File: src/rtl/seg7_scan_driver.sv
// Three-digit multiplexed 7-segment driver with frame-synchronous load.
// Optional: define LEADING_ZERO_BLANK_EN to blank leading zero digits.
module seg7_scan_driver #(
  parameter int REFRESH_DIV = 50000,
  parameter int CNT_W       = 16
) (
  input  logic        clk,
  input  logic        rst_n,
  input  logic        load,
  input  logic [11:0] bcd_in,
  output logic [6:0]  seg,
  output logic [2:0]  an,
  output logic        frame_done
);

  typedef enum logic [1:0] {
    D_ONES = 2'd0,
    D_TENS = 2'd1,
    D_HUND = 2'd2
  } digit_e;

  localparam logic [CNT_W-1:0] TOP = CNT_W'(REFRESH_DIV - 1);

  logic [CNT_W-1:0] cnt_q;
  digit_e           idx_q, idx_d;
  logic [11:0]      disp_q, pval_q;
  logic             pend_q;
  logic             tick, bnd;
  logic [3:0]       nib;
  logic             blank;
  logic [6:0]       seg_d;
  logic [2:0]       an_d;

  function automatic logic [6:0] dec(input logic [3:0] n);
    logic [6:0] c;
    case (n)
      4'd0:    c = 7'b0000001;
      4'd1:    c = 7'b1001111;
      4'd2:    c = 7'b0010010;
      4'd3:    c = 7'b0000110;
      4'd4:    c = 7'b1001100;
      4'd5:    c = 7'b0100100;
      4'd6:    c = 7'b0100000;
      4'd7:    c = 7'b0001111;
      4'd8:    c = 7'b0000000;
      4'd9:    c = 7'b0000100;
      default: c = 7'b1111111;
    endcase
    return c;
  endfunction

  assign tick = (cnt_q == TOP);
  assign bnd  = tick && (idx_q == D_HUND);

  always_comb begin
    idx_d = idx_q;
    if (tick) begin
      unique case (idx_q)
        D_ONES:  idx_d = D_TENS;
        D_TENS:  idx_d = D_HUND;
        default: idx_d = D_ONES;
      endcase
    end
  end

  always_comb begin
    nib   = disp_q[3:0];
    blank = 1'b0;
    an_d  = 3'b110;
    unique case (idx_q)
      D_TENS: begin
        nib  = disp_q[7:4];
        an_d = 3'b101;
      end
      D_HUND: begin
        nib  = disp_q[11:8];
        an_d = 3'b011;
      end
      default: begin
        nib  = disp_q[3:0];
        an_d = 3'b110;
      end
    endcase
`ifdef LEADING_ZERO_BLANK_EN
    // Ones digit is never blanked so zero still reads "  0".
    if (idx_q == D_HUND)
      blank = (disp_q[11:8] == 4'd0);
    else if (idx_q == D_TENS)
      blank = (disp_q[11:4] == 8'd0);
`endif
    seg_d = blank ? 7'b1111111 : dec(nib);
  end

  always_ff @(posedge clk or negedge rst_n) begin
    if (!rst_n) begin
      cnt_q <= '0;
      idx_q <= D_ONES;
    end else begin
      cnt_q <= tick ? '0 : cnt_q + CNT_W'(1);
      idx_q <= idx_d;
    end
  end

  // A load coinciding with the boundary bypasses the pending register.
  always_ff @(posedge clk or negedge rst_n) begin
    if (!rst_n) begin
      disp_q <= 12'h000;
      pval_q <= 12'h000;
      pend_q <= 1'b0;
    end else if (bnd) begin
      if (load) begin
        disp_q <= bcd_in;
        pend_q <= 1'b0;
      end else if (pend_q) begin
        disp_q <= pval_q;
        pend_q <= 1'b0;
      end
    end else if (load) begin
      pval_q <= bcd_in;
      pend_q <= 1'b1;
    end
  end

  always_ff @(posedge clk or negedge rst_n) begin
    if (!rst_n) begin
      seg        <= 7'b1111111;
      an         <= 3'b111;
      frame_done <= 1'b0;
    end else begin
      seg        <= seg_d;
      an         <= an_d;
      frame_done <= bnd;
    end
  end

endmodule

File: config.mk
export PLATFORM = sky130hd
export DESIGN_NAME = seg7_scan_driver
export DESIGN_NICKNAME = d
export VERILOG_FILES = /design/src/rtl/seg7_scan_driver.sv
export SDC_FILE = /design/constraint.sdc
export NUM_CORES = 1
export LEC_CHECK = 0
export BUFFER_PORTS_ARGS = -buffer_cell sky130_fd_sc_hd__buf_4
export CORE_MARGIN = 2
export CORE_UTILIZATION = 27
export CTS_CLUSTER_SIZE = 30
export DETAILED_ROUTE_END_ITERATION = 6
export HOLD_SLACK_MARGIN = 0.06
export PLACE_DENSITY = 0.48
export SLEW_MARGIN = 20
export SYNTH_ARGS = -nofsm -noshare
export SYNTH_HDL_FRONTEND = slang
export SYNTH_SLANG_ARGS = --single-unit
export TNS_END_PERCENT = 1
File: constraint.sdc
create_clock -name clk -period 3.02 [get_ports clk]
set_input_delay 0.302 -clock clk [delete_from_list [all_inputs] [get_ports clk]]
set_output_delay 0.302 -clock clk [all_outputs]
set_load 0.01 [all_outputs]
==> flow_metrics.py <==
metrics = {
    "floorplan": {
        "die_width_um": 102,
        "coreArea_sq_um": 9330,
        "io_pins": 26,
        "initial_core_util_pct": 28.0,
        "die_h_um": 102,
        "die_area_sq_um": 10500,
        "placementRows": 35,
    },
    "clock_tree": {
        "cts_buffers": 5,
        "cts_setup_buffers": 0,
        "cts-htree-levels": 2,
        "cts-root-to-sink-buffers": 2,
        "root_buffer": "clkbuf_8",
        "clk_pin_slew_ns": 0.10,
        "clkSinkCount": 54,
        "cts_tree": "built",
        "insertion_delay_ns": 0.31,
    },
    "sta": {
        "final.min_clock_period_ns": 2.35,
        "tightestPinTransition_ns": 0.663,
        "finalMaxSlewViolations": 0,
        "slew_headroom_pct": 55.8,
        "fin_tns_setup_ns": 0,
        "fmax_mhz": 426,
        "finClkSkew_ns": 0.0101,
        "hold_violations": 0,
        "rsz0062_at_grt": "no",
        "setup_viol_count_final": 0,
        "period_share_pct": 77.8,
    },
    "finish": {
        "postLayoutCellArea_sq_um": 2970,
        "num-nets-final": 276,
        "final_cells": 381,
        "drive_gt1_share_pct": 25.0,
        "final_common_cell": "dfrtp_1",
        "n_antenna_cell": 0,
        "fillCellCount": 946,
        "areaGrowthSynthToFinish_pct": 13.8,
        "final_cell_mix": "44 x dfrtp_1, 25 x buf_4, 20 x o22ai_1",
        "fin_util_pct": 31.9,
    },
    "synthesis": {
        "synth_warnings": 0,
        "synth_nets": 250,
        "synth-seq-area-share_pct": 52.2,
        "synth_top_area_share_pct": 42.2,
        "synth_top_family_by_area": "simple AND/OR/NAND/NOR gates",
        "synth_seq_cells": 54,
        "ys_types": 43,
        "syn_area_per_cell_sq_um": 11.6,
        "synth-compound-area-share_pct": 12.1,
        "synth_cells": 225,
        "synth_edf_count": 0,
        "syn_area_sq_um": 2610,
        "post_synth_xor_area_fraction_pct": 4.70,
        "synth_flop_cell": "dfrtp_1",
        "yosys.area.top_type": "dfrtp_1",
        "yosys.area_share.adder_pct": 4.79,
        "yosys-top-cells-area": "dfrtp_1 42%, dfstp_2 10%, mux2_4 5.7%",
        "synthMuxAreaShare_pct": 7.43,
        "synthSimpleGateAreaFrac_pct": 14.1,
        "async_flop_share_pct": 100,
    },
    "drt": {
        "ant_nets": 0,
        "drt-pass1-iter-count": 4,
        "drtIter0Drc": 48,
        "vias_per_cell": 4.59,
        "drc_errors": 0,
        "detail_route.wl_per_cell_um": 13.8,
        "num_vias": 1747,
        "wl_mm": 5.24,
    },
    "placement": {
        "portBuffers": 25,
        "dp_cells": 372,
        "gp_congestion": 0.744,
        "placed_cell_area_sq_um": 2880,
        "dp_hpwl_mm": 3.61,
    },
    "critical_path": {
        "end_kind": "register",
        "crit_fanout": 8,
        "critPathRequiredTime_ns": 3.24,
        "critPathTopFamily": "compound AO/OA/AOI/OAI gates",
        "cp-start-kind": "register",
        "path_cells": "inv_1 -> ha_1 -> a22oi_1 -> a21oi_1 -> inv_1 -> ha_1 -> mux2_2 -> a22oi_1",
        "slowest_delay_ns": 0.43,
        "cp_slowest_cell": "a21oi_1",
        "critical_path_class": "reg2reg",
        "arrival_ns": 2.57,
        "cp.buffers_inverters": 2,
    },
    "job": {
        "drv_cap": 0,
    },
    "hold_path": {
        "hold_class": "in2reg",
    },
    "global_routing": {
        "grt_max_degree": 55,
        "grt_pass1_vias": 1805,
        "antenna_found_initial": 0,
        "grt_pass1_wl_mm": 9.06,
        "grtUsageTotal_pct": 11.0,
        "grt_overflow": 0,
    },
    "run_status": {
        "outcome": "completed",
    },
    "pwr": {
        "p_leak_nw": 1.33,
        "ir_drop_mv": 0.168,
        "p_total_mw": 1.21,
        "powerDensity_nw_per_um2": 407,
    },
}
## metrics by stage
stage               hold WS (ns)  setup WS (ns)
floorplan                0.00641           1.00
global placement           0.403          0.805
detailed placement         0.403          0.710
CTS                        0.223          0.665
global route               0.222          0.449
finish                     0.232          0.672
## cells by family after synthesis
group,after synthesis
compound gates,52
xor+xnor,14
fa+ha+maj,10
buf+inv,17
flops,54
mux,14
simple gates,64
## cells in the mapped netlist (2+ instances only)
cell type,n
dfrtp_1,44
o22ai_1,20
nor2_1,17
a21oi_1,14
nand3_1,11
dfstp_2,10
ha_1,10
mux2_4,10
nand2_1,10
inv_1,8
xor2_1,8
a22oi_1,6
xnor2_1,6
nand4_1,5
o21ai_0,5
and3_1,3
mux2_2,3
a21o_1,2
a31oi_1,2
and2_1,2
buf_12,2
buf_2,2
nand4_2,2
nor2b_1,2
nor3_1,2
o21a_1,2
## path summary, 6_finish.rpt
kind | start | end | slack (ns) | depth (start not counted)
max in group asynchronous | rst_n | pval_q[4] | 2.01 | 2
min reg2reg | cnt_q[9] | cnt_q[9] | 0.50 | 1
max | idx_q[0] | seg[2] | 0.67 | 8
min | bcd_in[5] | pval_q[5] | 0.23 | 2
min in group asynchronous | rst_n | cnt_q[8] | 0.57 | 2
max reg2reg | idx_q[0] | seg[2] | 0.67 | 8
## worst reg2reg max path: cells and delay by family (launching register included)
family | cells | cell delay [ns]
muxes | 1 | 0.26
buffers and inverters | 2 | 0.27
DFF | 1 | 0.42
adders and majority gates | 2 | 0.62
AOI/OAI and AO/OA | 3 | 0.69
## where the power goes
| group | internal, mW | total (mW) | switching, mW | leakage (nW) |
|---|---|---|---|---|
| clock | 0.165 | 0.394 | 0.229 | 0.0385 |
| sequential | 0.739 | 0.749 | 0.00934 | 0.661 |
| combinational | 0.0371 | 0.0679 | 0.0308 | 0.626 |
## routing by layer
metal | GRT usage (%) | routed length (um) | up-vias
met5 | 0 | 0 | -
met4 | 2.15 | 43 | 0
met3 | 3.08 | 246 | 4
met2 | 17.9 | 2410 | 30
met1 | 14.9 | 2540 | 855
li1 | - | - | 858
## state kept, by name (all words and copies together), names as in the netlist
signal	count
an	3
disp_q	12
cnt_q	16
seg	7
idx_q	2
pend_q	1
pval_q	12
frame_done	1
## final cells by class
cell class	instances	area [sq um]	area share [%]
Clock inverter	1	7.51	0.253
Clock buffer	7	76.3	2.57
Sequential cell	54	1360	45.9
Timing Repair Buffer	26	198	6.65
Tap cell	129	161	5.43
Inverter	10	38.8	1.30
Multi-Input combinational cell	154	1130	37.9
## timing repair
item                                   4_1_cts  5_1_grt
setup endpoints to repair                    0        0
resized for setup                            0        0
hold buffers                                 1        0
endpoints found under the hold margin       15        0
Power figures use the tool's default switching activity.
